`config.mk`:
```
export PLATFORM = sky130hd
export DESIGN_NAME = core_run_ctrl
export DESIGN_NICKNAME = d
export VERILOG_FILES = /design/src/rtl/core_run_ctrl.sv
export SDC_FILE = /design/constraint.sdc
export NUM_CORES = 1
export LEC_CHECK = 0
export BUFFER_PORTS_ARGS = -buffer_cell sky130_fd_sc_hd__buf_2
export CAP_MARGIN = 30
export CORE_MARGIN = 3
export CORE_UTILIZATION = 55
export CTS_BUF_LIST = sky130_fd_sc_hd__clkbuf_16
export DETAILED_ROUTE_END_ITERATION = 6
export MAX_ROUTING_LAYER = met4
export PLACE_DENSITY = 0.92
export SLEW_MARGIN = 20
export SYNTH_ARGS = -nofsm -noshare
export SYNTH_HDL_FRONTEND = slang
export SYNTH_SLANG_ARGS = --single-unit
```
`constraint.sdc`:
```
create_clock -name i_clk -period 5 [get_ports i_clk]
set_input_delay 1 -clock i_clk [delete_from_list [all_inputs] [get_ports i_clk]]
set_output_delay 1 -clock i_clk [all_outputs]
set_load 0.005 [all_outputs]
```
`src/rtl/core_run_ctrl.sv`:
```
// rtl/core_run_ctrl.sv - boot/run sequencer: program load, core reset control, run watchdog
//
// Streams a program image into instruction memory while holding the core in
// reset, releases the core after a fixed hold, counts run cycles and stops on
// a mailbox store or watchdog expiry.
//
// Ports:
//   i_clk, i_rst              clock (rising edge), asynchronous active-low reset
//   i_start, i_abort          begin a load (IDLE/DONE only) / return to IDLE
//   i_prog_*, o_prog_ready    program word stream (valid/ready, last marks final word)
//   o_imem_*                  instruction memory write port (one cycle after transfer)
//   o_core_rst                active-high core reset, low only while running
//   i_dmem_*                  monitored core data stores
//   o_busy                    LOAD, HOLD or RUN
//   o_done/o_timeout/o_overflow  sticky status flags
//   o_cycles, o_result        run cycle count, data stored to the mailbox
module core_run_ctrl #(
  parameter int          ADDR_W    = 10,
  parameter logic [31:0] DONE_ADDR = 32'h0000_0FFC,
  parameter int          TIMEOUT   = 1000000,
  parameter int          RST_HOLD  = 4
) (
  input  logic              i_clk,
  input  logic              i_rst,
  input  logic              i_start,
  input  logic              i_abort,
  input  logic              i_prog_valid,
  output logic              o_prog_ready,
  input  logic [31:0]       i_prog_data,
  input  logic              i_prog_last,
  output logic              o_imem_we,
  output logic [ADDR_W-1:0] o_imem_addr,
  output logic [31:0]       o_imem_wdata,
  output logic              o_core_rst,
  input  logic              i_dmem_we,
  input  logic [31:0]       i_dmem_addr,
  input  logic [31:0]       i_dmem_wdata,
  output logic              o_busy,
  output logic              o_done,
  output logic              o_timeout,
  output logic              o_overflow,
  output logic [31:0]       o_cycles,
  output logic [31:0]       o_result
);

  typedef enum logic [2:0] {S_IDLE, S_LOAD, S_HOLD, S_RUN, S_DONE} state_t;

  localparam logic [ADDR_W-1:0] CNT_MAX   = '1;
  localparam int                HOLD_W    = (RST_HOLD > 1) ? $clog2(RST_HOLD) : 1;
  localparam logic [HOLD_W-1:0] HOLD_LAST = HOLD_W'(RST_HOLD - 1);
  localparam logic [31:0]       CYC_LAST  = 32'(TIMEOUT - 1);

  state_t              r_state;
  state_t              w_next;
  logic [ADDR_W-1:0]   r_cnt;
  logic [HOLD_W-1:0]   r_hold_cnt;
  logic                r_imem_we;
  logic [ADDR_W-1:0]   r_imem_addr;
  logic [31:0]         r_imem_wdata;
  logic                r_done;
  logic                r_timeout;
  logic                r_overflow;
  logic [31:0]         r_cycles;
  logic [31:0]         r_result;

  logic                w_xfer;
  logic                w_start;
  logic                w_run;
  logic                w_mbox;
  logic                w_to;
  logic [31:0]         w_cyc_next;

  // Abort suppresses the transfer so a word offered in the abort cycle is dropped.
  assign w_xfer     = (r_state == S_LOAD) && i_prog_valid && !i_abort;
  assign w_start    = i_start && !i_abort && ((r_state == S_IDLE) || (r_state == S_DONE));
  assign w_run      = (r_state == S_RUN) && !i_abort;
  assign w_mbox     = i_dmem_we && (i_dmem_addr == DONE_ADDR);
  assign w_cyc_next = (r_cycles == 32'hFFFF_FFFF) ? r_cycles : r_cycles + 32'd1;
  // A mailbox store in the same cycle takes priority over the watchdog.
  assign w_to       = w_run && !w_mbox && (w_cyc_next >= CYC_LAST);

  always_ff @(posedge i_clk or negedge i_rst) begin
    if (!i_rst) begin
      r_state <= S_IDLE;
    end else begin
      r_state <= w_next;
    end
  end

  always_comb begin
    w_next = r_state;
    if (i_abort) begin
      w_next = S_IDLE;
    end else begin
      case (r_state)
        S_IDLE, S_DONE: if (i_start) w_next = S_LOAD;
        S_LOAD:         if (w_xfer && (i_prog_last || (r_cnt == CNT_MAX))) w_next = S_HOLD;
        S_HOLD:         if (r_hold_cnt == HOLD_LAST) w_next = S_RUN;
        S_RUN:          if (w_mbox || w_to) w_next = S_DONE;
        default:        w_next = S_IDLE;
      endcase
    end
  end

  always_comb begin
    o_prog_ready = 1'b0;
    o_core_rst   = 1'b1;
    o_busy       = 1'b0;
    case (r_state)
      S_LOAD: begin
        o_prog_ready = 1'b1;
        o_busy       = 1'b1;
      end
      S_HOLD: o_busy = 1'b1;
      S_RUN: begin
        o_core_rst = 1'b0;
        o_busy     = 1'b1;
      end
      default: ;
    endcase
  end

  always_ff @(posedge i_clk or negedge i_rst) begin
    if (!i_rst) begin
      r_cnt        <= '0;
      r_hold_cnt   <= '0;
      r_imem_we    <= 1'b0;
      r_imem_addr  <= '0;
      r_imem_wdata <= '0;
      r_done       <= 1'b0;
      r_timeout    <= 1'b0;
      r_overflow   <= 1'b0;
      r_cycles     <= '0;
      r_result     <= '0;
    end else begin
      r_imem_we <= w_xfer;

      if (w_start) begin
        r_cnt      <= '0;
        r_done     <= 1'b0;
        r_timeout  <= 1'b0;
        r_overflow <= 1'b0;
        r_cycles   <= '0;
        r_result   <= '0;
      end

      if (w_xfer) begin
        r_imem_addr  <= r_cnt;
        r_imem_wdata <= i_prog_data;
        // The counter parks at the last word rather than wrapping onto address 0.
        if (r_cnt != CNT_MAX) begin
          r_cnt <= r_cnt + ADDR_W'(1);
        end else if (!i_prog_last) begin
          r_overflow <= 1'b1;
        end
      end

      if (r_state == S_HOLD) begin
        r_hold_cnt <= r_hold_cnt + HOLD_W'(1);
      end else begin
        r_hold_cnt <= '0;
      end

      if (w_run) begin
        r_cycles <= w_cyc_next;
        if (w_mbox) begin
          r_done   <= 1'b1;
          r_result <= i_dmem_wdata;
        end else if (w_to) begin
          r_timeout <= 1'b1;
        end
      end
    end
  end

  assign o_imem_we    = r_imem_we;
  assign o_imem_addr  = r_imem_addr;
  assign o_imem_wdata = r_imem_wdata;
  assign o_done       = r_done;
  assign o_timeout    = r_timeout;
  assign o_overflow   = r_overflow;
  assign o_cycles     = r_cycles;
  assign o_result     = r_result;

endmodule

```
==> results of run 1 <==
## routing by layer
metal / vias to the layer above / share of wire
met3: 42 / 0.070
met5: - / 0
li1: 2963 / -
met1: 2966 / 0.40
met4: 0 / 0.024
met2: 298 / 0.50
## cell usage after synthesis, drive strengths merged, types with 2 or more instances
| library cell | n |
|---|---|
| o31ai | 9 |
| and4 | 8 |
| a21oi | 17 |
| nor4b | 5 |
| a211oi | 3 |
| a311oi | 2 |
| nand4b | 3 |
| o211ai | 2 |
| nor3 | 12 |
| o2111ai | 2 |
| xor2 | 8 |
| nand3 | 56 |
| dfrtp | 125 |
| clkbuf | 31 |
| nand4 | 21 |
| a21o | 2 |
| nand3b | 5 |
| mux2i | 3 |
| and2 | 2 |
| inv | 3 |
| or2 | 5 |
| buf | 17 |
| o41ai | 3 |
| nor4 | 8 |
| and3 | 11 |
| nor2 | 29 |
| a31oi | 15 |
| nand2b | 2 |
| nor2b | 3 |
| o21ai | 51 |
| or3 | 7 |
| a22o | 3 |
| nand2 | 236 |
| xnor2 | 7 |
| ha | 3 |
## stage by stage
step	instance area (um^2)	hold WS, ps
floorplan	6340	419
global placement	7430	436
detailed placement	7440	457
CTS	8050	451
global route	8060	470
finish	8060	445
## cell usage in the layout (no fill, tap or decap), drive strengths merged, types with 9 or more instances in the layout
| cell | n |
|---|---|
| nand2 | 236 |
| buf | 224 |
| dfrtp | 125 |
| nand3 | 56 |
| o21ai | 51 |
| nor2 | 29 |
| nand4 | 21 |
| a21oi | 17 |
| clkbuf | 17 |
| a31oi | 15 |
| nor3 | 12 |
| and3 | 11 |
| inv | 11 |
| o31ai | 9 |
## area by class of cell
cell class / instances / share of cell area
well taps: 140 / 0.0217
clock buffers: 17 / 0.0528
repair buffers: 224 / 0.143
inverters: 3 / 0.00140
clock inverters: 15 / 0.0217
multi-input cells: 560 / 0.370
flip-flops and latches: 125 / 0.388
diodes: 1 / 0.000311
## critical path: stages (launching register included)
cell and delay [ps]:
dfrtp_1 470, ha_1 390, nand3_1 170, or2_1 430
nor4_1 520, mux2i_1 280, o2111ai_1 150, nor4_1 340
o221ai_1 220, nand2b_4 200, o211a_1 150
## flip-flops by register name (all words and copies together) (netlist names), 2 cells and up
| signal | flops |
|---|---|
| o_cycles | 32 |
| o_imem_addr | 10 |
| o_imem_wdata | 32 |
| o_result | 32 |
| r_cnt | 10 |
| r_hold_cnt | 2 |
| r_state | 3 |
## power by group
group          internal, mW  leakage (nW)  switching (mW)
sequential             1.17          1.69           0.130
clock                 0.753         0.293           0.505
combinational         0.264          2.27           0.357
## cell families (layout without fill, tap and decap cells)
kind of cell | Yosys count | after routing | share of synthesized area
AND/OR/NAND/NOR | 420 | 420 | 0.317
flip-flops | 125 | 125 | 0.494
AO/OA/AOI/OAI | 118 | 118 | 0.120
buffers and inverters | 51 | 259 | 0.0365
XOR/XNOR | 15 | 15 | 0.0207
multiplexers | 4 | 4 | 0.00652
adder cells (fa/ha/maj) | 3 | 3 | 0.00592
other | 0 | 1 | 0
## path summary, 6_finish.rpt
kind / from / endpoint / depth (start not counted)
max: o_cycles[0]$_DFFE_PN0P_ / r_state[2]$_DFFE_PN0P_ / 10
min: r_hold_cnt[0]$_DFF_PN0_ / r_hold_cnt[0]$_DFF_PN0_ / 1
max reg2reg: o_cycles[0]$_DFFE_PN0P_ / r_state[2]$_DFFE_PN0P_ / 10
min reg2reg: r_hold_cnt[0]$_DFF_PN0_ / r_hold_cnt[0]$_DFF_PN0_ / 1
max in group asynchronous: i_rst / o_imem_we$_DFF_PN0_ / 2
min in group asynchronous: i_rst / o_cycles[3]$_DFFE_PN0P_ / 1
==> results.md, run 1 <==
* Status: finished, final reports clean
* Worst EP arrival at between 3000 and 4000 ps
* Final setup margin at 1560 ps
* Maxcap violations at 0
* RSZ-0062 raised after global routing: false
* Ratio of cells with drive above 1 in the final layout at 0.293
* Register Area at between 3000 and 4000 um^2
* Post-placement cell count at ~1.1k
* Synth Net Count at roughly 840
* Cells after Synth at 736
* Worst hold path type: reg2reg
* GR Layer Usage met3 at 0.0519
* Vias in the first global route at roughly 6k
* Seq cells post-synth at roughly 130
* EDFF count, synth at 0
* Cts bufs inserted at 17
* Nature of the critical path startpoint: flip-flop
* Synth area leaders: dfrtp_1 (49%), nand2_1 (14%), nand3_1 (4.4%), o21ai_0 (4.0%), clkbuf_1 (1.8%)
* Clk buf depth at 2
* Crit Path Class: reg2reg
* Worst IR Drop VDD at around 280 uV
* IO Count at ~220
* Critical-path maximum fanout at 9
* Placer Congestion at 0.945
* P per Cell Area at roughly 400 nW/um^2
* Port Buf Inserts at between 200 and 250
* Cell variety after synth at between 60 and 70
* Num rows at 38
* Largest net degree at the start of global routing at 48
* Achievable Freq at roughly 290 MHz
* Worst slew pin tran at between 700 and 800 ps
* Mapped cell area at ~6300 um^2
* Area grow syn2layout at 27.1%
* Mean Syn Cell Area at approximately 8.6 um^2
* Max Slew Vio Count at 0
* Final Hold Fails at 0
* Die width at 113 um
* Ys async rst share at 1.00
* First-pass iteration count of the detailed router at 5
* HPWL after detailed placement at 12.7 mm
* Largest area contributor in the netlist: dfrtp_1
* CTS tree: done
* Final setup fails at 0
* Sequential fraction of the synthesis area at 0.494
* Nets at 1037
* Synth warn at 0
* Global route overflow at 0
* Via count at 6269
* Initial core utilization at 0.575
* H-tree depth at 4
* Setup tns final at 0 ps
* Required time worst endpoint at between 5000 and 6000 ps
* DIE AREA at ~13000 um^2
* Remaining DRCs at 0
* Reg clk slew, reported paths at approximately 60 ps
* Hold_buf cts at 0
* Rel. slew slack at 0.493
* Worst slack, placed at about 1700 ps
* DRT iter0 DRCs at approximately 570
* Crit end category: flip-flop
* Total power draw at 3.18 mW
* GRT Overall Usage at 0.298
* CTS root buf: clkbuf_16
* Post-CTS setup buffers at 0
* GRT Max-Usage Layer: met2
* First-pass GRT wire length at 29.8 mm
* Initial antenna violation count at 1
* Clk sink count at approximately 130
* Number of fill cells at 803
* Setup Skew at around 8.6 ps
* Via-to-Cell Ratio at 5.78
* Post-DR wirelength/cell at ~17 um
* Yosys top cell area share at 0.494
* Ys flop type: dfrtp_1
* Minimum clock period at between 3000 and 4000 ps
* Met1 Use GR at 0.377
* Fin cells at between 1k and 1.5k
* Die Ht at around 110 um
* Clk_lat worst skew at around 410 ps
* Worst R2R Setup Slack at between 1500 and 2000 ps
* Final period utilization at 0.687
* Met2 GRT Util at 0.481
* Core ar. at 11000 um^2
* Multi-input combinational cell area at just under 3000 um^2
* Post-cts resize count at 0
* Final WL at around 18 mm
* Leak pwr at roughly 4.2 nW
* Post-layout util at 0.730
* Routed Antenna Nets at 0
Note: power is estimated with default switching activity, not from simulation.
==> run 2: changes to the inputs <==
--- a/config.mk
+++ b/config.mk
@@ -8,11 +8,11 @@
 export BUFFER_PORTS_ARGS = -buffer_cell sky130_fd_sc_hd__buf_2
 export CAP_MARGIN = 30
 export CORE_MARGIN = 3
-export CORE_UTILIZATION = 55
+export CORE_UTILIZATION = 46
 export CTS_BUF_LIST = sky130_fd_sc_hd__clkbuf_16
 export DETAILED_ROUTE_END_ITERATION = 6
 export MAX_ROUTING_LAYER = met4
-export PLACE_DENSITY = 0.92
+export PLACE_DENSITY = 0.83
 export SLEW_MARGIN = 20
 export SYNTH_ARGS = -nofsm -noshare
 export SYNTH_HDL_FRONTEND = slang
==> constraint.sdc (replaced) <==
create_clock -name i_clk -period 2.9 [get_ports i_clk]
set_input_delay 0.58 -clock i_clk [delete_from_list [all_inputs] [get_ports i_clk]]
set_output_delay 0.58 -clock i_clk [all_outputs]
set_load 0.005 [all_outputs]
==> run 2 against run 1 <==
Against the previous run: non-clock buffer count increased by 41; die area increased by 18%; worst hold slack worse by 240 ps; sequential cell count did not move; worst setup slack lost 1400 ps.
==> results.md, run 2 (synthesis gave the netlist of run 1 again) <==
* Area grow syn2layout at 33.3%
* Crit end category: flip-flop
* Ratio of cells with drive above 1 in the final layout at 0.331
* Critical-path maximum fanout at 7
* Top delay family on crit path: simple AND/OR/NAND/NOR gates
* Required time worst endpoint at 3210 ps
* CP Launch Point: o_cycles[22]$_DFFE_PN0P_
* Routed Antenna Nets at 0
* Final period utilization at 0.949
* Combinational power share at 0.211
* Clk pwr share at 0.384
* Via-to-Cell Ratio at roughly 5.5
* Nets at approximately 1.1k
* WP buf/inv at 0
* Internal power at approximately 3.8 mW
* CP Depth at 9
* IO Count at about 220
* Worst hold path type: in2async
* Leak pwr at around 4.5 nW
* Port Buf Inserts at ~220
* Register Area at between 3000 and 4000 um^2
* Core ar. at 13300 um^2
* H-tree depth at 4
* Worst Reg-to-Reg Cells at 9
* Critical path's slowest cell: or4_4
* Worst R2R Setup Slack at 150 ps
* DRT iter0 DRCs at 639
* Final setup fails at 0
* CTS tree: done
* First-pass GRT wire length at roughly 30 mm
* Most frequent cells in the layout: nand2_1 (236), buf_2 (214), dfrtp_1 (122)
* Maxcap violations at 0
* CTS root buf: clkbuf_16
* Critical Path, Cell by Cell: nand4_2 > or4_4 > o2111ai_4 > xor2_1 > o2111ai_1 > nor4_2 > o221ai_1 > nand2b_4 > o211a_1
* Setup Skew at around 7.4 ps
* Vias in the first global route at 5968
* DIE AREA at 15200 um^2
* First-pass iteration count of the detailed router at 6
* HPWL after detailed placement at roughly 14 mm
* Post-CTS setup buffers at 0
* Cell area after layout at approximately 8400 um^2
* Via count at between 6k and 7k
* Reg clk slew, reported paths at ~60 ps
* Area after DPL at roughly 7800 um^2
* Final WL at approximately 19 mm
* Leading cell type in the layout, fill and taps excluded: nand2_1
* Remaining DRCs at 0
* Achievable Freq at around 360 MHz
* Max Slew Vio Count at 0
* Multi-input combinational cell area at roughly 3000 um^2
* Setup tns final at 0 ps
* Largest net degree at the start of global routing at 55
* Clk buf depth at 2
* Placer Congestion at 0.966
* Clk sink count at 125
* Reg2reg start: o_cycles[22]$_DFFE_PN0P_
* Sequential share of power at 0.405
* Status: finished, final reports clean
* Post-DR wirelength/cell at between 15 and 20 um
* Num rows at 42
* Initial core utilization at 0.475
* Die Ht at 123 um
* Crit Path Class: reg2reg
* Cts bufs inserted at 17
* Nature of the critical path startpoint: flip-flop
* Switch Pwr at 1.70 mW
* Clk_lat worst skew at around 420 ps
* Number of fill cells at around 1.2k
* Worst EP arrival at 3060 ps
* CP max stage delay at ~580 ps
* Sw Ratio at 0.309
* Die width at approximately 120 um
* Rel. slew slack at 0.522
* Minimum clock period at between 2000 and 3000 ps
* Global route overflow at 0
* P per Cell Area at between 600 and 700 nW/um^2
* Setup crit end: r_state[2]$_DFFE_PN0P_
* Worst slew pin tran at between 700 and 800 ps
* RSZ-0062 raised after global routing: false
* Initial antenna violation count at 0
* RR Endpoint: r_state[2]$_DFFE_PN0P_
* GRT Overall Usage at 0.260
* Worst IR Drop VDD at approximately 520 uV
* Final Hold Fails at 0
## run 2: cell count changes in the layout (fill, tap and decap cells not counted), sizes merged
cell and change:
buf +41, clkinv +2, inv -2
## run 2: layout make-up
| cell class | count | area share |
|---|---|---|
| sequential | 125 | 0.371 |
| clock inverter | 15 | 0.0185 |
| tap | 176 | 0.0261 |
| multi-input combinational | 560 | 0.356 |
| inverter | 3 | 0.00133 |
| timing repair buffer | 265 | 0.177 |
| clock buffer | 17 | 0.0503 |
| antenna | 1 | 0.000296 |
## run 2: power groups by stage
stage | combinational [mW] | clock [mW] | sequential, mW
after floorplan | 0.573 | 0 | 2.23
after global placement | 1.11 | 0 | 2.23
after detailed placement | 1.16 | 0 | 2.25
after CTS | 1.17 | 2.14 | 2.22
after global routing | 1.30 | 2.24 | 2.26
final | 1.16 | 2.11 | 2.22
## run 2: routing by layer
| metal | track usage | vias to the layer above | part of all wire |
|---|---|---|---|
| met5 | - | - | 0 |
| met4 | 0.109 | 0 | 0.029 |
| met3 | 0.0517 | 54 | 0.062 |
| met2 | 0.408 | 303 | 0.50 |
| met1 | 0.330 | 3028 | 0.41 |
| li1 | - | 3044 | - |
## run 2: worst min-delay path by stage
stage	to	slack, ps	cells past startpoint
after floorplan	o_cycles[0]$_DFFE_PN0P_	280	0
final	o_imem_wdata[5]$_DFFE_PN0P_	210	1
after detailed placement	r_hold_cnt[0]$_DFF_PN0_	440	1
after global routing	o_imem_wdata[5]$_DFFE_PN0P_	250	1
after CTS	o_imem_wdata[5]$_DFFE_PN0P_	230	1
after global placement	r_hold_cnt[0]$_DFF_PN0_	440	1
## run 2: what timing repair did
item,4_1_cts,5_1_grt
hold buffers,0,0
hold endpoints to repair,0,0
setup endpoints to repair,0,4
resized for setup,0,9
## run 2: worst reg2reg max path, cell delays in order, from the launching register on
cell and delay [ps]:
dfrtp_1 450, nand4_2 190, or4_4 580, o2111ai_4 230, xor2_1 180, o2111ai_1 150, nor4_2 320, o221ai_1 200
nand2b_4 200, o211a_1 140
## run 2: stage by stage
step / power [mW] / utilization / cells / setup slack (ps) / hold slack [ps]
global route: 5.80 / 0.633 / 1161 / 5.60 / 248
detailed placement: 3.41 / 0.586 / 1128 / 73.1 / 438
global placement: 3.34 / 0.586 / 1128 / 180 / 438
floorplan: 2.80 / - / 736 / 164 / 284
finish: 5.49 / 0.633 / 1162 / 147 / 207
CTS: 5.53 / 0.630 / 1160 / 45.9 / 232
